File: src/rtl/key_debouncer_if.sv
// ---------------------------------------------------------------------------
// key_debouncer_if : raw button inputs and conditioned outputs of the debouncer
// Rev 1.0
// ---------------------------------------------------------------------------
`default_nettype none

interface key_debouncer_if #(
  parameter int WIDTH = 2
);
  logic [WIDTH-1:0] key;
  logic [WIDTH-1:0] key_db;
  logic [WIDTH-1:0] key_press;
  logic [WIDTH-1:0] key_release;

  modport master (
    output key,
    input  key_db,
    input  key_press,
    input  key_release
  );

  modport slave (
    input  key,
    output key_db,
    output key_press,
    output key_release
  );
endinterface

`default_nettype wire

File: src/rtl/key_debouncer.sv
// ---------------------------------------------------------------------------
// key_debouncer : per-bit 2-flop synchroniser, bounce filter and press/release
//                 pulse generator for active-low push-buttons
// Rev 1.0
// ---------------------------------------------------------------------------
`default_nettype none

module key_debouncer #(
  parameter int WIDTH           = 2,
  parameter int DEBOUNCE_CYCLES = 500000
) (
  input  wire logic       clk,
  input  wire logic       reset_n,
  key_debouncer_if.slave  bus
);

  localparam int            c_CW      = (DEBOUNCE_CYCLES < 1) ? 1 : $clog2(DEBOUNCE_CYCLES + 1);
  localparam logic [c_CW-1:0] c_CNT_MAX = c_CW'(DEBOUNCE_CYCLES - 1);
  localparam logic [c_CW-1:0] c_ONE     = c_CW'(1);

  logic [WIDTH-1:0] r_sync1;
  logic [WIDTH-1:0] r_sync2;
  logic [WIDTH-1:0] r_key_db;
  logic [WIDTH-1:0] r_press;
  logic [WIDTH-1:0] r_release;
  logic [c_CW-1:0]  r_cnt [WIDTH];

  logic [WIDTH-1:0] w_differ;
  logic [WIDTH-1:0] w_expired;

  // Released (all ones) is the safe idle level for the synchroniser chain.
  always_ff @(posedge clk or negedge reset_n) begin
    if (!reset_n) begin
      r_sync1 <= '1;
      r_sync2 <= '1;
    end else begin
      r_sync1 <= bus.key;
      r_sync2 <= r_sync1;
    end
  end

  always_comb begin
    w_differ  = r_sync2 ^ r_key_db;
    w_expired = '0;
    for (int i = 0; i < WIDTH; i++) begin
      w_expired[i] = (r_cnt[i] == c_CNT_MAX);
    end
  end

  // Any cycle where the synchronised level matches the stable one restarts the run.
  always_ff @(posedge clk or negedge reset_n) begin
    if (!reset_n) begin
      r_key_db  <= '1;
      r_press   <= '0;
      r_release <= '0;
      for (int i = 0; i < WIDTH; i++) begin
        r_cnt[i] <= '0;
      end
    end else begin
      for (int i = 0; i < WIDTH; i++) begin
        r_press[i]   <= 1'b0;
        r_release[i] <= 1'b0;
        if (!w_differ[i]) begin
          r_cnt[i] <= '0;
        end else if (w_expired[i]) begin
          r_key_db[i]  <= r_sync2[i];
          r_cnt[i]     <= '0;
          r_press[i]   <= r_key_db[i] & ~r_sync2[i];
          r_release[i] <= ~r_key_db[i] & r_sync2[i];
        end else begin
          r_cnt[i] <= r_cnt[i] + c_ONE;
        end
      end
    end
  end

  assign bus.key_db      = r_key_db;
  assign bus.key_press   = r_press;
  assign bus.key_release = r_release;

endmodule

`default_nettype wire

File: src/flat_wrapper.sv
// flat-port wrapper written by rule: the top's interface ports become plain ports
module key_debouncer_flat 
#(
  parameter int WIDTH           = 2,
  parameter int DEBOUNCE_CYCLES = 500000
)
  (clk, reset_n, bus_key, bus_key_db, bus_key_press, bus_key_release);
  key_debouncer_if #(.WIDTH(WIDTH)) bus_i ();
  input  wire logic clk;
  input  wire logic reset_n;
  input wire logic [$bits(bus_i.key)-1:0] bus_key;
  output wire logic [$bits(bus_i.key_db)-1:0] bus_key_db;
  output wire logic [$bits(bus_i.key_press)-1:0] bus_key_press;
  output wire logic [$bits(bus_i.key_release)-1:0] bus_key_release;
  assign bus_i.key = bus_key;
  assign bus_key_db = bus_i.key_db;
  assign bus_key_press = bus_i.key_press;
  assign bus_key_release = bus_i.key_release;
  key_debouncer #(.WIDTH(WIDTH), .DEBOUNCE_CYCLES(DEBOUNCE_CYCLES)) u_core (.clk(clk), .reset_n(reset_n), .bus(bus_i));
endmodule
File: config.mk
export PLATFORM = sky130hd
export DESIGN_NAME = key_debouncer_flat
export DESIGN_NICKNAME = d
export VERILOG_FILES = /design/src/rtl/key_debouncer_if.sv /design/src/rtl/key_debouncer.sv /design/src/flat_wrapper.sv
export SDC_FILE = /design/constraint.sdc
export NUM_CORES = 1
export LEC_CHECK = 0
export ABC_AREA = 0
export BUFFER_PORTS_ARGS = -buffer_cell sky130_fd_sc_hd__clkbuf_2
export CORE_ASPECT_RATIO = 0.9
export CORE_MARGIN = 5
export CORE_UTILIZATION = 55
export DETAILED_ROUTE_END_ITERATION = 6
export GPL_TIMING_DRIVEN = 0
export HOLD_SLACK_MARGIN = 0.02
export PLACE_DENSITY = 0.86
export SYNTH_ARGS = -nofsm -noshare
export SYNTH_HDL_FRONTEND = slang
export SYNTH_SLANG_ARGS = --single-unit
File: constraint.sdc
create_clock -name clk -period 1.6 [get_ports clk]
set_input_delay 0.08 -clock clk [delete_from_list [all_inputs] [get_ports clk]]
set_output_delay 0.08 -clock clk [all_outputs]
set_load 0.005 [all_outputs]
# After elaboration in Yosys (flattened, before gate mapping)
# Cells that the tools add are included.
# word_totals
ff_bits,48
wordCells,35
inputBits,4
# classes
n_reduce_logical,2
bitwise_logic,9
muxes,12
n_addsub,2
n_eq_ne,2
# op_table
op,n
19-bit two-way mux,4
19-bit by 1-bit adder with 19-bit output (second input constant),2
19-bit == test (second input constant),2
1-bit two-way mux,8
1-bit bitwise AND,4
1-bit NOT,4
2-bit AND reduction,2
2-bit XOR,1

# Longest topological paths before layout
# Gate-level depths: netlist of run 1.
# logic_depth
word_depth,4
mapped_depth,7
depth_no_buf,5

# Least setup slack after synthesis of run 1
# No wires, ideal clock.
# synth_path
kind,flip-flop to flip-flop
startpoint,reg u_core.r_cnt[19] (netlist bit)
endpoint,reg u_core.r_cnt[28] (netlist bit)
setup_ps,132
n_path_buf,1
path_stages_with_launch,7
path_slack_ps,-28
t_required_ps,1468
arrival_time_ps,1496
period_less_slack_ps,1628
path_cell_list,dfrtp_1 > ha_1 > nand3_1 > nor2_1 > a21o_1 > clkbuf_1 > nor2_1
# synth_between
elab_chain_len,3
word_cells_on_any_way,4
# synth_rtl
element,line_no,source
from (decl),key_debouncer.sv:26,logic [c_CW-1:0] r_cnt [WIDTH];
"from (signal, indexed assignment)",key_debouncer.sv:71,r_cnt[i] <= r_cnt[i] + c_ONE;
19-bit by 1-bit adder with 19-bit output / 19-bit == test (equally long branches),"key_debouncer.sv:71, key_debouncer.sv:46",
19-bit two-way mux *,key_debouncer.sv:65,end else if (w_expired[i]) begin
19-bit two-way mux *,key_debouncer.sv:63,if (!w_differ[i]) begin
# Mark *: on every way between the ends. The rest lies on a longest branch, timed or not.
# A chain may end at the register's enable or synchronous reset.

# Worst setup path in the final report of run 1
# layout_path
startpoint,reg u_core.r_cnt[6] (netlist bit)
endpoint,reg u_core.r_cnt[6] (netlist bit)
# The elaborated chain is that of the path after synthesis.

==> results.txt, run 1 <==
----------------------------------------------------
[STA]
  Clock period minus final worst setup slack ... 1674 ps
  Final-layout worst hold slack ... 3.348 ps
  Final Hold Violating Endpoints ... 0
  Transition time at the pin with the least slew margin ... 1144 ps
  Slew Viols, Final ... 0
  Maximum achievable frequency ... 0.5974 GHz
  Endpoints failing setup ... 17
  Setup clock skew after layout ... 7.293 ps
  Part of the cycle the worst path needs ... 104.6%
  RSZ-0062 raised after global routing ... true
  Min setup slack post-route ... -73.86 ps
  Relative slew slack ... 23.75%

[Synth]
  Post-Syn Area ... 2362 µm²
  Mean instance size in the synthesized netlist ... 10.27 µm²
  Sequential element share of the synthesized area ... 51.17%
  Post-synth net total ... 240
  Distinct cells, synth ... 39
  Yosys reg bits ... 48
  Synth Instances ... 230
  Warning count from the yosys run ... 0

[Routing]
  Total vias in the final route ... around 1,900
  Post-DR vias/cell ... a little over 6
  Mean routed wirelength per cell ... 18.23 µm
  Post-Route WL ... 5869 µm
  TritonRoute pass-1 iters ... 6
  Post-route antenna net violation count ... 0
  Detailed Route Iter0 Violations ... 319
  Post-route DRC ... 0

[Clocking]
  Root Buffer Master ... clkbuf_8
  Maximum number of buffers from clock root to sink ... 2
  Clock latency on the worst-skew pair ... around 300 ps
  Number of H-tree levels ... 2
  Inserted Clock Buffers ... 5
  Sink Count ... 48
  CTS tree ... built
  CTS clk-pin slew, worst paths ... 90 ps

[Critical path]
  Crit path cell chain ... buf_6, nor4b_4, nand4_1, buf_4, o21bai_4, buf_6, nor2_1
  Startpoint of the worst register-to-register path ... u_core.r_cnt[6]
  Worst path required time ... 1790 ps
  Critical Path Slowest Stage Cell ... dfrtp_2
  Biggest fanout along the worst timing path ... 10
  Type of the setup path with the least slack ... register to register
  Arrival @ worst endpoint ... between 1500 and 2000 ps
  Most used cell along the critical path ... buf_6
  Start point of the critical path ... u_core.r_cnt[6]
  CP peak stage delay ... 430 ps
  Sort of element at the start of the critical path ... register
  Element type at the critical path end ... register

[Finish]
  Count of non-filler cells in the finished layout ... 322
  Post-route core utilization ... 71.52%
  Final net count ... between 200 and 300
  N_diodes ... 0
  Share of layout cells above drive strength 1 ... 30.29%
  Area Overhead vs Synth ... 25.00%

[GRT]
  Pin count of the biggest net entering global routing ... 49
  Global-route wire length before repair ... 9108 µm
  Vias in the first global route ... 1,955
  GRT Residual Overflow ... 0
  Combined global-route utilization of all metal layers ... 20.51%
  Initial antenna violation count ... 0

[Floorplan]
  Site row count ... 22
  Die ar. ... 5708 µm²
  Die span in x ... 79.08 µm
  Core Box Area ... 4129 µm²
  Starting density of the core ... 57.21%
  Boundary pin count ... 10
  Die Span Y ... 72.18 µm

[Placement]
  Routability Congestion ... roughly 0.83
  Placed Cells ... 287
  Final HPWL DP ... 3088 µm
  Port Buffer Count ... 9

[Status]
  Run status ... finished, violations left
  Violations in the final reports ... setup timing

[Pwr]
  Static Leak ... 0.001238 µW
  IR drop worst, VDD ... 472.3 µV
  Power density cells ... 707.5 nW/µm²

[Hold path]
  Min-Delay Path Class ... input pin to async pin

[Run]
  Max-cap violation count ... 0

----------------------------------------------------
-- cell type report --
type | instances | area, µm²
Sequential cell | 48 | 1216
Clock buffer | 8 | 90.09
Timing Repair Buffer | 36 | 260.3
Inverter | 12 | 45.04
Fill cell | 241 | 1176
Buffer | 4 | 47.55
Tap cell | 48 | 60.06
Multi-Input combinational cell | 166 | 1234
-- stage by stage --
step / area (µm²) / setup TNS, ps / setup WS [ps] / power, µW
floorplan: 2369 / 0 / 14.70 / 1307
global placement: 2474 / -4594 / -318.9 / 1345
detailed placement: 2474 / -6231 / -391.7 / 1348
CTS: 2820 / -31.31 / -15.67 / 2087
global route: 2953 / -1883 / -122.9 / 2190
finish: 2953 / -973.2 / -73.86 / 2089
-- cell usage after synthesis (all sizes together) --
library cell | number | area [µm²]
nor3 | 8 | 40.04
nand2 | 10 | 40.04
nor3b | 1 | 7.510
inv | 12 | 45.04
dfstp | 6 | 157.7
nor4 | 9 | 62.56
ha | 6 | 75.07
a211oi | 1 | 7.510
dfrtp | 42 | 1051
a21oi | 6 | 30.03
and3 | 2 | 12.51
xor2 | 12 | 105.1
and4 | 5 | 43.79
xnor2 | 15 | 131.4
nand3 | 12 | 70.07
a21o | 1 | 7.510
or4 | 2 | 15.01
nor4bb | 1 | 10.01
nor4b | 3 | 32.53
o31ai | 2 | 15.01
mux2i | 4 | 40.04
o21bai | 1 | 11.26
nor2 | 41 | 153.9
nand4 | 11 | 83.83
buf | 3 | 23.77
or3 | 2 | 12.51
o21ai | 3 | 15.01
or2 | 1 | 6.260
and2 | 4 | 25.02
and4bb | 1 | 12.51
clkbuf | 2 | 7.510
nand4bb | 1 | 11.26
-- power breakdown --
part,leakage [µW],switching (µW),internal [µW]
combinational,0.000558,63.2,39.8
sequential,0.000635,19.5,1230
clock,0.0000455,380,353
total,0.00124,463,1630
-- critical path, delay by kind of cell (launching register included) --
family                 cells  cell delay, ps
flip-flops                 1             430
AO/OA/AOI/OAI              1             180
buffers and inverters      3             480
AND/OR/NAND/NOR            3             480
-- worst paths after layout --
check,to,slack (ps),depth (start not counted)
worst max-delay path,u_core.r_cnt[6],-70,7
worst min-delay path,u_core.r_cnt[19],3,1
worst max register to register,u_core.r_cnt[6],-70,7
worst min register to register,u_core.r_sync2[0],360,0
max in group asynchronous,u_core.r_cnt[31],830,1
min in group clk,u_core.r_sync2[0],360,0
-- state kept, by name, summed over array words and instances, names as in the netlist --
register / cells
u_core.bus.key_release: 2
u_core.bus.key_db: 2
u_core.r_cnt: 38
u_core.r_sync2: 2
u_core.bus.key_press: 2
u_core.r_sync1: 2
-- kinds of logic after synthesis --
| family | synth area share, % |
|---|---|
| DFF | 51.17 |
| AOI/OAI and AO/OA | 3.655 |
| adders and majority gates | 3.178 |
| muxes | 1.695 |
| buffers and inverters | 3.231 |
| and+or+nand+nor | 27.07 |
| xor gates and xnor gates | 10.01 |
-- layout by cell type, fill, tap and decap left out, types with 2 or more instances in the layout --
master,n
clkbuf_1,2
dfrtp_2,6
ha_2,2
clkbuf_8,7
and3_1,2
buf_6,5
nand4_1,10
o21ai_0,3
buf_4,23
nand3_4,2
nor4_4,2
inv_1,12
and4_4,2
nand3_2,2
mux2i_1,4
o31ai_1,2
a21oi_2,3
nand2_1,9
ha_1,3
nor4b_4,2
nor3_1,6
xor2_1,12
and4_1,3
dfstp_2,6
and2_1,4
nor2_1,40
nor4_1,6
or3_1,2
dlygate4sd3_1,2
xnor2_1,15
nand3_1,9
dfrtp_1,36
clkbuf_2,9
a21oi_1,3
-- routing by layer --
layer	track usage [%]	vias to the layer above	part of all wire [%]
li1	-	891	-
met1	25.16	946	43
met2	34.11	93	49
met3	6.452	19	5.8
met4	7.634	0	2.7
met5	0	-	0
-- what timing repair did --
action                                 in CTS  in global routing
hold buffers                                2                  0
cloned                                      0                  1
gates resized for setup                    25                 15
endpoints found under the hold margin       2                  0
setup endpoints to repair                  31                 23
buffers inserted                           17                  8
pin swaps                                  11                 10
Power figures use the tool's default switching activity.
==> run 2, diff against run 1 <==
--- a/config.mk
+++ b/config.mk
@@ -9,11 +9,11 @@
 export BUFFER_PORTS_ARGS = -buffer_cell sky130_fd_sc_hd__clkbuf_2
 export CORE_ASPECT_RATIO = 0.9
 export CORE_MARGIN = 5
-export CORE_UTILIZATION = 55
+export CORE_UTILIZATION = 50
 export DETAILED_ROUTE_END_ITERATION = 6
 export GPL_TIMING_DRIVEN = 0
 export HOLD_SLACK_MARGIN = 0.02
-export PLACE_DENSITY = 0.86
+export PLACE_DENSITY = 0.8
 export SYNTH_ARGS = -nofsm -noshare
 export SYNTH_HDL_FRONTEND = slang
 export SYNTH_SLANG_ARGS = --single-unit
==> run 2 against run 1 <==
  * The run ends with hold timing, setup timing left
  * Largest power group unchanged
  * Clock skew rose by 5.7 ps
  * Fmax rose by 1.4%
  * Highest routed layer unchanged
  * Via count fell by 1.6%
  * Hold slack got worse by 6.8 ps
  * Power rose by 12%
  * Die area rose by 8.7%
  * Combinational power rose by 17%
  * Clock power rose by 31%
  * Wire length fell by 6.0%
==> results.txt, run 2 (synthesis gave the netlist of run 1 again) <==
----------------------------------------------------
[Status]
  Run status ... finished, violations left
  Violations in the final reports ... hold timing, setup timing

[Finish]
  Total of fill cells in the finished design ... 312
  Area Overhead vs Synth ... 28.87%
  Max reg flops ... 38
  Post-route core utilization ... 67.38%
  Finished layout cell area ... 3044 µm²
  Top library cells by usage in the layout, fill and taps aside ... 39 x nor2_1, 32 x dfrtp_1, 27 x buf_4
  Share of layout cells above drive strength 1 ... 33.94%
  Most common library cell in the layout ignoring fill and taps ... nor2_1
  Final net count ... about 290
  N_diodes ... 0
  Most flop-heavy register ... u_core.r_cnt

[Floorplan]
  Die span in x ... 82.46 µm
  Core Box Area ... 4518 µm²
  Die ar. ... 6201 µm²
  Die Span Y ... about 75 µm
  Starting density of the core ... between 50 and 60%
  Site row count ... 23
  Boundary pin count ... 10

[Pwr]
  Power density cells ... 765.5 nW/µm²
  IR drop worst, VDD ... roughly 660 µV
  Static Leak ... 0.001280 µW

[Clocking]
  Number of H-tree levels ... 2
  CTS clk-pin slew, worst paths ... approximately 90 ps
  Maximum number of buffers from clock root to sink ... 2
  CTS tree ... built
  Clock latency on the worst-skew pair ... about 310 ps
  Root Buffer Master ... clkbuf_8
  Inserted Clock Buffers ... 5
  Sink Count ... 48

[GRT]
  Initial antenna violation count ... 0
  Global-route wire length before repair ... 8507 µm
  Pin count of the biggest net entering global routing ... 49
  GRT Residual Overflow ... 0
  Combined global-route utilization of all metal layers ... 18.12%
  Vias in the first global route ... 1,825

[Placement]
  Port Buffer Count ... 9
  Worst slack at placement ... -429.2 ps
  Final HPWL DP ... between 3000 and 4000 µm
  Placement-stage cell area ... 2491 µm²
  Routability Congestion ... 0.7737

[Critical path]
  Critical Path Slowest Stage Cell ... or4_4
  Type of the setup path with the least slack ... register to register
  Cell family with most CP delay ... simple AND/OR/NAND/NOR gates
  Element type at the critical path end ... register
  Start point of the critical path ... u_core.r_cnt[6]
  Worst path required time ... roughly 1800 ps
  Crit path cell chain ... and4_1, buf_6, nand4_4, or4_4, a21oi_2
  Biggest fanout along the worst timing path ... 6
  Number of cells on the worst reg-to-reg path ... 5
  Arrival @ worst endpoint ... 1890 ps
  FF-to-FF setup slack ... -50 ps
  Worst path bufs/invs ... 1
  CP peak stage delay ... ~520 ps
  Crit Reg-Reg Endpoint ... u_core.r_cnt[17]
  Sort of element at the start of the critical path ... register
  Startpoint of the worst register-to-register path ... u_core.r_cnt[6]

[STA]
  Endpoints failing setup ... 12
  Min setup slack post-route ... -51.51 ps
  Part of the cycle the worst path needs ... 103.2%
  RSZ-0062 raised after global routing ... true
  Slew Viols, Final ... 0
  Final-layout worst hold slack ... -3.417 ps
  Maximum achievable frequency ... 0.6055 GHz
  Relative slew slack ... 21.78%
  Setup clock skew after layout ... 12.98 ps
  Transition time at the pin with the least slew margin ... 1173 ps
  Clock period minus final worst setup slack ... about 1700 ps
  Final Hold Violating Endpoints ... 2

[Run]
  Max-cap violation count ... 0

[Routing]
  Post-DR vias/cell ... 5.655
  Mean routed wirelength per cell ... 16.28 µm
  Total vias in the final route ... 1,917
  Detailed Route Iter0 Violations ... 178
  Post-Route WL ... 5519 µm
  Post-route antenna net violation count ... 0
  Post-route DRC ... 0
  TritonRoute pass-1 iters ... 5

[Hold path]
  Min-Delay Path Class ... input pin to async pin

----------------------------------------------------
run 2: cell types whose count changed in the layout (fill, tap and decap cells not counted), moves of 2 or more:
cell,delta
buf_4,+4
clkbuf_1,-2
dfrtp_2,+4
dfrtp_1,-4
run 2: power by group:
part / total [µW] / switching [µW] / internal (µW) / leakage [µW]
registers: 1250 / 15.8 / 1230 / 0.000628
clock network: 960 / 409 / 552 / 0.0000645
logic: 120 / 69.6 / 50.6 / 0.000588
run 2: routing by layer:
metal | vias to the layer above | GRT usage, % | routed length (µm)
met5 | - | 0 | 0
met4 | 0 | 4.428 | 115
met3 | 13 | 4.187 | 289
met2 | 51 | 29.72 | 2698
met1 | 961 | 24.42 | 2414
li1 | 892 | - | -
run 2: layout make-up:
class	instances	area, µm²	share of cell area [%]
timing repair buffer	40	294.0	9.659
inverter	12	45.04	1.480
clock buffer	7	96.34	3.165
multi-input combinational	165	1239	40.69
buffer	4	41.29	1.356
clock inverter	1	30.03	0.9864
tap	62	77.57	2.548
sequential	48	1221	40.12
run 2: worst max path at each step:
stage | cells after the start | end | slack, ps
floorplan | 5 | u_core.r_cnt[10] | 10
global placement | 5 | u_core.r_cnt[12] | -330
detailed placement | 5 | u_core.r_cnt[12] | -430
CTS | 4 | u_core.r_cnt[36] | -10
global route | 7 | u_core.r_cnt[12] | -130
finish | 5 | u_core.r_cnt[17] | -50
run 2: worst register-to-register path: stages (launching register included):
cell	delay (ps)
dfrtp_2	390
and4_1	240
buf_6	140
nand4_4	150
or4_4	520
a21oi_2	140
run 2: metrics by stage:
stage	cells	TNS, ps	power [µW]
finish	339	-232.3	2330
global route	339	-1923	2413
CTS	325	-20.45	2304
detailed placement	301	-7325	1349
global placement	301	-4780	1345
floorplan	230	0	1307
run 2: timing repair:
action                                  in CTS  in global routing
setup buffers                               14                 15
hold endpoints to repair                     2                  0
pin swaps                                   10                  6
endpoints found under the setup margin      31                 33
hold buffers                                 2                  0
gates resized for setup                     25                 24
